==> src/rtl/cc_pkg.sv <==
// Shared types, NZP constants and the bus-value to condition-code decode
// used by the CC/BEN unit.
package cc_pkg;

    typedef logic [2:0] nzp_t;

    localparam nzp_t NZP_N     = 3'b100;
    localparam nzp_t NZP_Z     = 3'b010;
    localparam nzp_t NZP_P     = 3'b001;
    localparam nzp_t NZP_RESET = NZP_Z;

    // Widest bus the decode accepts; callers zero-extend into this width.
    localparam int unsigned CC_MAX_W = 64;

    function automatic nzp_t cc_decode(
        input logic [CC_MAX_W-1:0] data,
        input int unsigned         width,
        input logic                unsigned_md
    );
        logic [CC_MAX_W-1:0] msb_mask;
        logic                msb;
        nzp_t                cc;
        msb_mask = {{(CC_MAX_W-1){1'b0}}, 1'b1} << (width - 32'd1);
        msb      = |(data & msb_mask);
        if (data == {CC_MAX_W{1'b0}}) begin
            cc = NZP_Z;
        end else if (!unsigned_md && msb) begin
            cc = NZP_N;
        end else begin
            cc = NZP_P;
        end
        return cc;
    endfunction

endpackage

==> src/rtl/cc_ben_unit_lifo.sv <==
// Saved-CC LIFO: stores condition codes on interrupt entry and returns them on RTI.
// Push/pop against full/empty are ignored and flagged; the caller never requests both.
module cc_lifo import cc_pkg::*; #(
    parameter int unsigned  DEPTH = 4,
    parameter int unsigned  W     = 3,
    localparam int unsigned CW    = $clog2(DEPTH + 1)
) (
    input  logic          clk,
    input  logic          rst_n,
    input  logic          i_push,
    input  logic          i_pop,
    input  logic [W-1:0]  i_din,
    output logic [W-1:0]  o_dout,
    output logic [CW-1:0] o_count,
    output logic          o_full,
    output logic          o_empty,
    output logic          o_err_ovf,
    output logic          o_err_unf
);

    localparam int unsigned    AW       = (DEPTH > 1) ? $clog2(DEPTH) : 1;
    localparam logic [CW-1:0]  FULL_CNT = CW'(DEPTH);

    logic [W-1:0]  r_mem [DEPTH];
    logic [CW-1:0] r_count;
    logic [AW-1:0] w_wr_idx;
    logic [AW-1:0] w_rd_idx;
    logic          w_do_push;
    logic          w_do_pop;

    assign o_full    = (r_count == FULL_CNT);
    assign o_empty   = (r_count == {CW{1'b0}});
    assign w_do_push = i_push & ~o_full;
    assign w_do_pop  = i_pop & ~o_empty;
    assign o_err_ovf = i_push & o_full;
    assign o_err_unf = i_pop & o_empty;
    // Modulo-2^AW arithmetic keeps count-1 exact for any count in 1..DEPTH.
    assign w_wr_idx  = r_count[AW-1:0];
    assign w_rd_idx  = r_count[AW-1:0] - AW'(1);
    assign o_dout    = o_empty ? {W{1'b0}} : r_mem[w_rd_idx];
    assign o_count   = r_count;

    // Entry count; contents need no reset since empty slots are never read.
    always_ff @(posedge clk or negedge rst_n) begin
        if (!rst_n) begin
            r_count <= {CW{1'b0}};
        end else if (w_do_push) begin
            r_count <= r_count + CW'(1);
        end else if (w_do_pop) begin
            r_count <= r_count - CW'(1);
        end
    end

    // Storage write on a performed push.
    always_ff @(posedge clk) begin
        if (w_do_push) begin
            r_mem[w_wr_idx] <= i_din;
        end
    end

endmodule

==> src/rtl/cc_ben_unit.sv <==
// Condition-code (NZP) register, branch-enable register and saved-CC stack control.
// Pop outranks LD_CC for nzp_out; push+pop together is a collision and does nothing.
module cc_ben_unit import cc_pkg::*; #(
    parameter int unsigned  DATA_W      = 16,
    parameter int unsigned  STACK_DEPTH = 4,
    parameter bit           BEN_FWD     = 1'b0,
    localparam int unsigned CNT_W       = $clog2(STACK_DEPTH + 1)
) (
    input  logic              clk,
    input  logic              Reset_n,
    input  logic [DATA_W-1:0] data_in,
    input  logic              unsigned_md,
    input  logic              LD_CC,
    input  logic              LD_BEN,
    input  logic [2:0]        IR_nzp,
    input  logic              cc_push,
    input  logic              cc_pop,
    input  logic              err_clr,
    output logic [2:0]        nzp_out,
    output logic              BEN_out,
    output logic [CNT_W-1:0]  stack_count,
    output logic              stack_full,
    output logic              stack_empty,
    output logic              stack_err
);

    logic [CC_MAX_W-1:0] w_data_ext;
    nzp_t                w_dec;
    nzp_t                w_ben_src;
    nzp_t                w_lifo_dout;
    nzp_t                r_nzp;
    logic                r_ben;
    logic                r_err;
    logic                w_push_req;
    logic                w_pop_req;
    logic                w_pop_done;
    logic                w_collide;
    logic                w_err_ovf;
    logic                w_err_unf;
    logic                w_new_err;

    // Zero-extend the bus into the decode function's fixed-width argument.
    always_comb begin
        w_data_ext               = {CC_MAX_W{1'b0}};
        w_data_ext[DATA_W-1:0]   = data_in;
    end

    assign w_dec      = cc_decode(w_data_ext, DATA_W, unsigned_md);
    assign w_collide  = cc_push & cc_pop;
    assign w_push_req = cc_push & ~cc_pop;
    assign w_pop_req  = cc_pop & ~cc_push;
    assign w_pop_done = w_pop_req & ~stack_empty;
    assign w_new_err  = w_collide | w_err_ovf | w_err_unf;

    // Forwarding applies only when LD_CC will actually land this cycle.
    always_comb begin
        if (BEN_FWD && LD_CC && !w_pop_done) begin
            w_ben_src = w_dec;
        end else begin
            w_ben_src = r_nzp;
        end
    end

    cc_lifo #(
        .DEPTH (STACK_DEPTH),
        .W     (3)
    ) u_lifo (
        .clk       (clk),
        .rst_n     (Reset_n),
        .i_push    (w_push_req),
        .i_pop     (w_pop_req),
        .i_din     (r_nzp),
        .o_dout    (w_lifo_dout),
        .o_count   (stack_count),
        .o_full    (stack_full),
        .o_empty   (stack_empty),
        .o_err_ovf (w_err_ovf),
        .o_err_unf (w_err_unf)
    );

    // Condition-code register: restore from stack beats a fresh load.
    always_ff @(posedge clk or negedge Reset_n) begin
        if (!Reset_n) begin
            r_nzp <= NZP_RESET;
        end else if (w_pop_done) begin
            r_nzp <= w_lifo_dout;
        end else if (LD_CC) begin
            r_nzp <= w_dec;
        end
    end

    // Branch-enable register.
    always_ff @(posedge clk or negedge Reset_n) begin
        if (!Reset_n) begin
            r_ben <= 1'b0;
        end else if (LD_BEN) begin
            r_ben <= |(IR_nzp & w_ben_src);
        end
    end

    // Sticky stack error; a new error outranks a same-cycle clear.
    always_ff @(posedge clk or negedge Reset_n) begin
        if (!Reset_n) begin
            r_err <= 1'b0;
        end else if (w_new_err) begin
            r_err <= 1'b1;
        end else if (err_clr) begin
            r_err <= 1'b0;
        end
    end

    assign nzp_out   = r_nzp;
    assign BEN_out   = r_ben;
    assign stack_err = r_err;

endmodule

==> config.mk <==
export PLATFORM = sky130hd
export DESIGN_NAME = cc_ben_unit
export DESIGN_NICKNAME = d
export VERILOG_FILES = /design/src/rtl/cc_pkg.sv /design/src/rtl/cc_ben_unit_lifo.sv /design/src/rtl/cc_ben_unit.sv
export SDC_FILE = /design/constraint.sdc
export NUM_CORES = 1
export LEC_CHECK = 0
export BUFFER_PORTS_ARGS = -buffer_cell sky130_fd_sc_hd__buf_4
export CAP_MARGIN = 20
export CELL_PAD_IN_SITES_DETAIL_PLACEMENT = 0
export CELL_PAD_IN_SITES_GLOBAL_PLACEMENT = 1
export CORE_ASPECT_RATIO = 1.1
export CORE_MARGIN = 2
export CORE_UTILIZATION = 37
export DETAILED_ROUTE_END_ITERATION = 10
export PLACE_DENSITY_LB_ADDON = 0.1
export RECOVER_POWER = 50
export SLEW_MARGIN = 0
export SYNTH_ARGS = -nofsm -noshare
export SYNTH_HDL_FRONTEND = slang
export SYNTH_SLANG_ARGS = --single-unit
export TNS_END_PERCENT = 50
==> constraint.sdc <==
create_clock -name clk -period 2.6 [get_ports clk]
set_clock_uncertainty 0.1 [all_clocks]
set_input_delay 0.52 -clock clk [delete_from_list [all_inputs] [get_ports clk]]
set_output_delay 0.52 -clock clk [all_outputs]
set_load 0.005 [all_outputs]
==> flow_summary_export.csv <==
group,metric,value,unit
status,status,"finished, final reports clean",
worst_setup_path,r2r_slack,0.32,ns
grt,grt_first_pass_wirelength,3740,um
die,core-area,0.00270,mm2
die,die_w,54.3,um
worst_setup_path,slowest_stage,"dfrtp_1",
yosys,syn-num-nets,114,
place,port_buffers,36,
timing,slew_headroom,0.646,
die,io_pins,37,
power,vdd_ir_drop_max,0.531,mV
worst_setup_path,cp_cell_sequence,"inv_1 -> ha_1 -> and2_4 -> nor2_2 -> xnor2_1 -> ha_1 -> o32a_1 -> o22ai_1 -> a21oi_1",
worst_setup_path,worstPathBufferInverterCount,1,
layout,mostFrequentLayoutCells,"buf_4, edfxtp_1, nor2_1",
clock_network,clk_pin_slew,0.11,ns
timing,slew_violations,0,
place,dp.cells,152,
timing,period_share,0.878,
yosys,synth_cell_types,30,
clock_network,h-tree-depth,1,
yosys,synth_top_area_share,0.350,
place,hpwl,1880,um
timing,fmax,0.438,GHz
hold_path,min_to,"BEN_out",
route,vias,787,
die,fp.dieH,59.3,um
hold_path,min_path_cells,2,
die,rows,20,
power,power_per_cell_area,935,mW/mm2
worst_setup_path,crit_family,"adder cells",
layout,layout_commonest_cell,"buf_4",
run,maxCapViolCount,0,
layout,layout-drive-gt1-share,0.355,
clock_network,clk_path_buf_depth,2,
yosys,async_flop_share,0.400,
place,gp_congestion,0.727,
yosys,syn_area_per_cell,12.5,um2
worst_setup_path,reg2reg_depth,9,
timing,tightest_slew,0.531,ns
timing,rsz0062_at_grt,"false",
yosys,synth.area.top_cells,"edfxtp_1, dfrtp_1, mux4_1, ha_1, nor2_1",
hold_path,min_path_type,"in2reg",
grt,grt_usage,0.169,
worst_setup_path,cpPeakStageDelay,0.49,ns
hold_path,hold_start,"LD_BEN",
route,drcViolationCount,0,
worst_setup_path,crit_arrival,2.37,ns
grt,antenna_found_initial,0,
clock_network,clock-sinks,20,
power,leakagePower,0.619,nW
timing,post-route-min-period,2.28,ns
clock_network,cts.repair.resized,0,
yosys,synth-edff-count,12,
yosys,synth_cells,82,
clock_network,tritoncts,"yes",
layout,area_growth,36.7,%
worst_setup_path,r2r_end,"u_lifo.o_count[1]",
clock_network,numCtsBuffers,3,
worst_setup_path,worst-setup-path-type,"reg2reg",
route,drt_iter0_markers,9,
timing,fin_setup_tns,0,ns
route,wire_per_inst,15.2,um
yosys,synthFlopType,"edfxtp_1",
clock_network,clk-insertion-delay-late,0.30,ns
worst_setup_path,cp-start-kind,"flip-flop",
worst_setup_path,timing.rr.start,"u_lifo.o_count[1]",
worst_setup_path,crit_top_cell,"ha_1",
timing,whs,0.286,ns
timing,hold_viol,0,
timing,finalSetupViolCount,0,
grt,grt_start_max_net_pins,13,
yosys,ys_ff_latch,20,
worst_setup_path,critPathMaxFanout,8,
layout,final_net_count,157,
die,die_area,0.00322,mm2
route,drtPass1Iterations,4,
yosys,ys_warn_count,0,
worst_setup_path,endpoint_kind,"flip-flop",
yosys,syn_area,0.00103,mm2
die,initial_core_util,0.381,
clock_network,clockRootBuffer,"clkbuf_4",
route,ant_nets,0,
grt,gr-total-overflow,0,
yosys,synth_top_area_cell,"edfxtp_1",
layout,diodes,0,
route,viasPerCell,5.01,
layout,final_cells,157,
worst_setup_path,required,2.68,ns
route,wl,2390,um
yosys,yosysSeqAreaShare,0.546,
grt,grt_pass1_vias,792,
## final cells by class
| type | count | area (um2) |
|---|---|---|
| tap | 33 | 41.3 |
| timing repair buffer | 38 | 284 |
| clock inverter | 1 | 30.0 |
| inverter | 7 | 26.3 |
| multi-input combinational | 55 | 440 |
| clock buffer | 3 | 22.5 |
| fill | 246 | 1300 |
| sequential | 20 | 562 |
## cell usage after synthesis (all sizes together) (2+ instances only)
cell type and count:
nand2b 4, a21oi 6, o21ai 2, ha 5, nor2 10, o22ai 2
mux4 3, edfxtp 12, inv 7, dfrtp 7, nor4 4, and2 4
xnor2 3
## where the power goes
part | switching (W) | internal (W)
clock | 0.0000957 | 0.000156
sequential | 0.0000745 | 0.000429
combinational | 0.000256 | 0.000304
total | 0.000427 | 0.000888
## worst reg2reg max path: stages (launching register included)
cell and delay, ns:
dfrtp_1 0.49, inv_1 0.12, ha_1 0.28, and2_4 0.20
nor2_2 0.20, xnor2_1 0.15, ha_1 0.27, o32a_1 0.18
o22ai_1 0.12, a21oi_1 0.06
## routing by layer
metal	vias to the layer above	GRT usage	wire (um)
li1	396	-	-
met1	379	0.198	1010
met2	10	0.301	1300
met3	2	0.0177	45
met4	0	0.0750	27
met5	-	0	0
## worst max-delay path by stage
stage	start	to	slack, ns	cells after the start
6_report	u_lifo.o_count[1]	u_lifo.o_count[1]	0.32	9
5_1_grt	u_lifo.o_count[1]	u_lifo.o_count[1]	0.16	10
4_1_cts	u_lifo.o_count[1]	u_lifo.o_count[1]	0.31	9
3_5_place_dp	u_lifo.o_count[1]	u_lifo.o_count[1]	0.35	9
3_3_place_gp	u_lifo.o_count[1]	u_lifo.o_count[1]	0.42	9
2_1_floorplan	u_lifo.o_count[0]	u_lifo.o_count[1]	0.43	9
## metrics by stage
step	power (W)	cell area (um2)	setup slack [ns]	util
3_3_place_gp	0.00107	1350	0.422	0.499
5_1_grt	0.00140	1410	0.157	0.520
2_1_floorplan	0.000831	1030	0.429	-
4_1_cts	0.00134	1410	0.313	0.522
6_report	0.00131	1410	0.318	0.520
3_5_place_dp	0.00108	1350	0.350	0.499
## flip-flops by register name, summed over array words and instances (netlist names)
signal          count
u_lifo.r_mem       12
stack_err           1
u_lifo.o_count      3
nzp_out             3
BEN_out             1
## cell families (layout without fill, tap and decap cells)
kind of cell	count (synthesis)	count (layout)	share of synthesized area
xor gates and xnor gates	3	3	0.0256
buffers and inverters	7	49	0.0256
and+or+nand+nor	27	27	0.153
adders and majority gates	5	5	0.0608
AOI/OAI and AO/OA	16	16	0.102
muxes	4	4	0.0864
DFF	20	20	0.546
## repair_timing
item | 4_1_cts | 5_1_grt
endpoints found under the hold margin | 7 | 0
hold buffers | 1 | 0
setup buffers | 0 | 0
(Power assumes the default switching activity.)
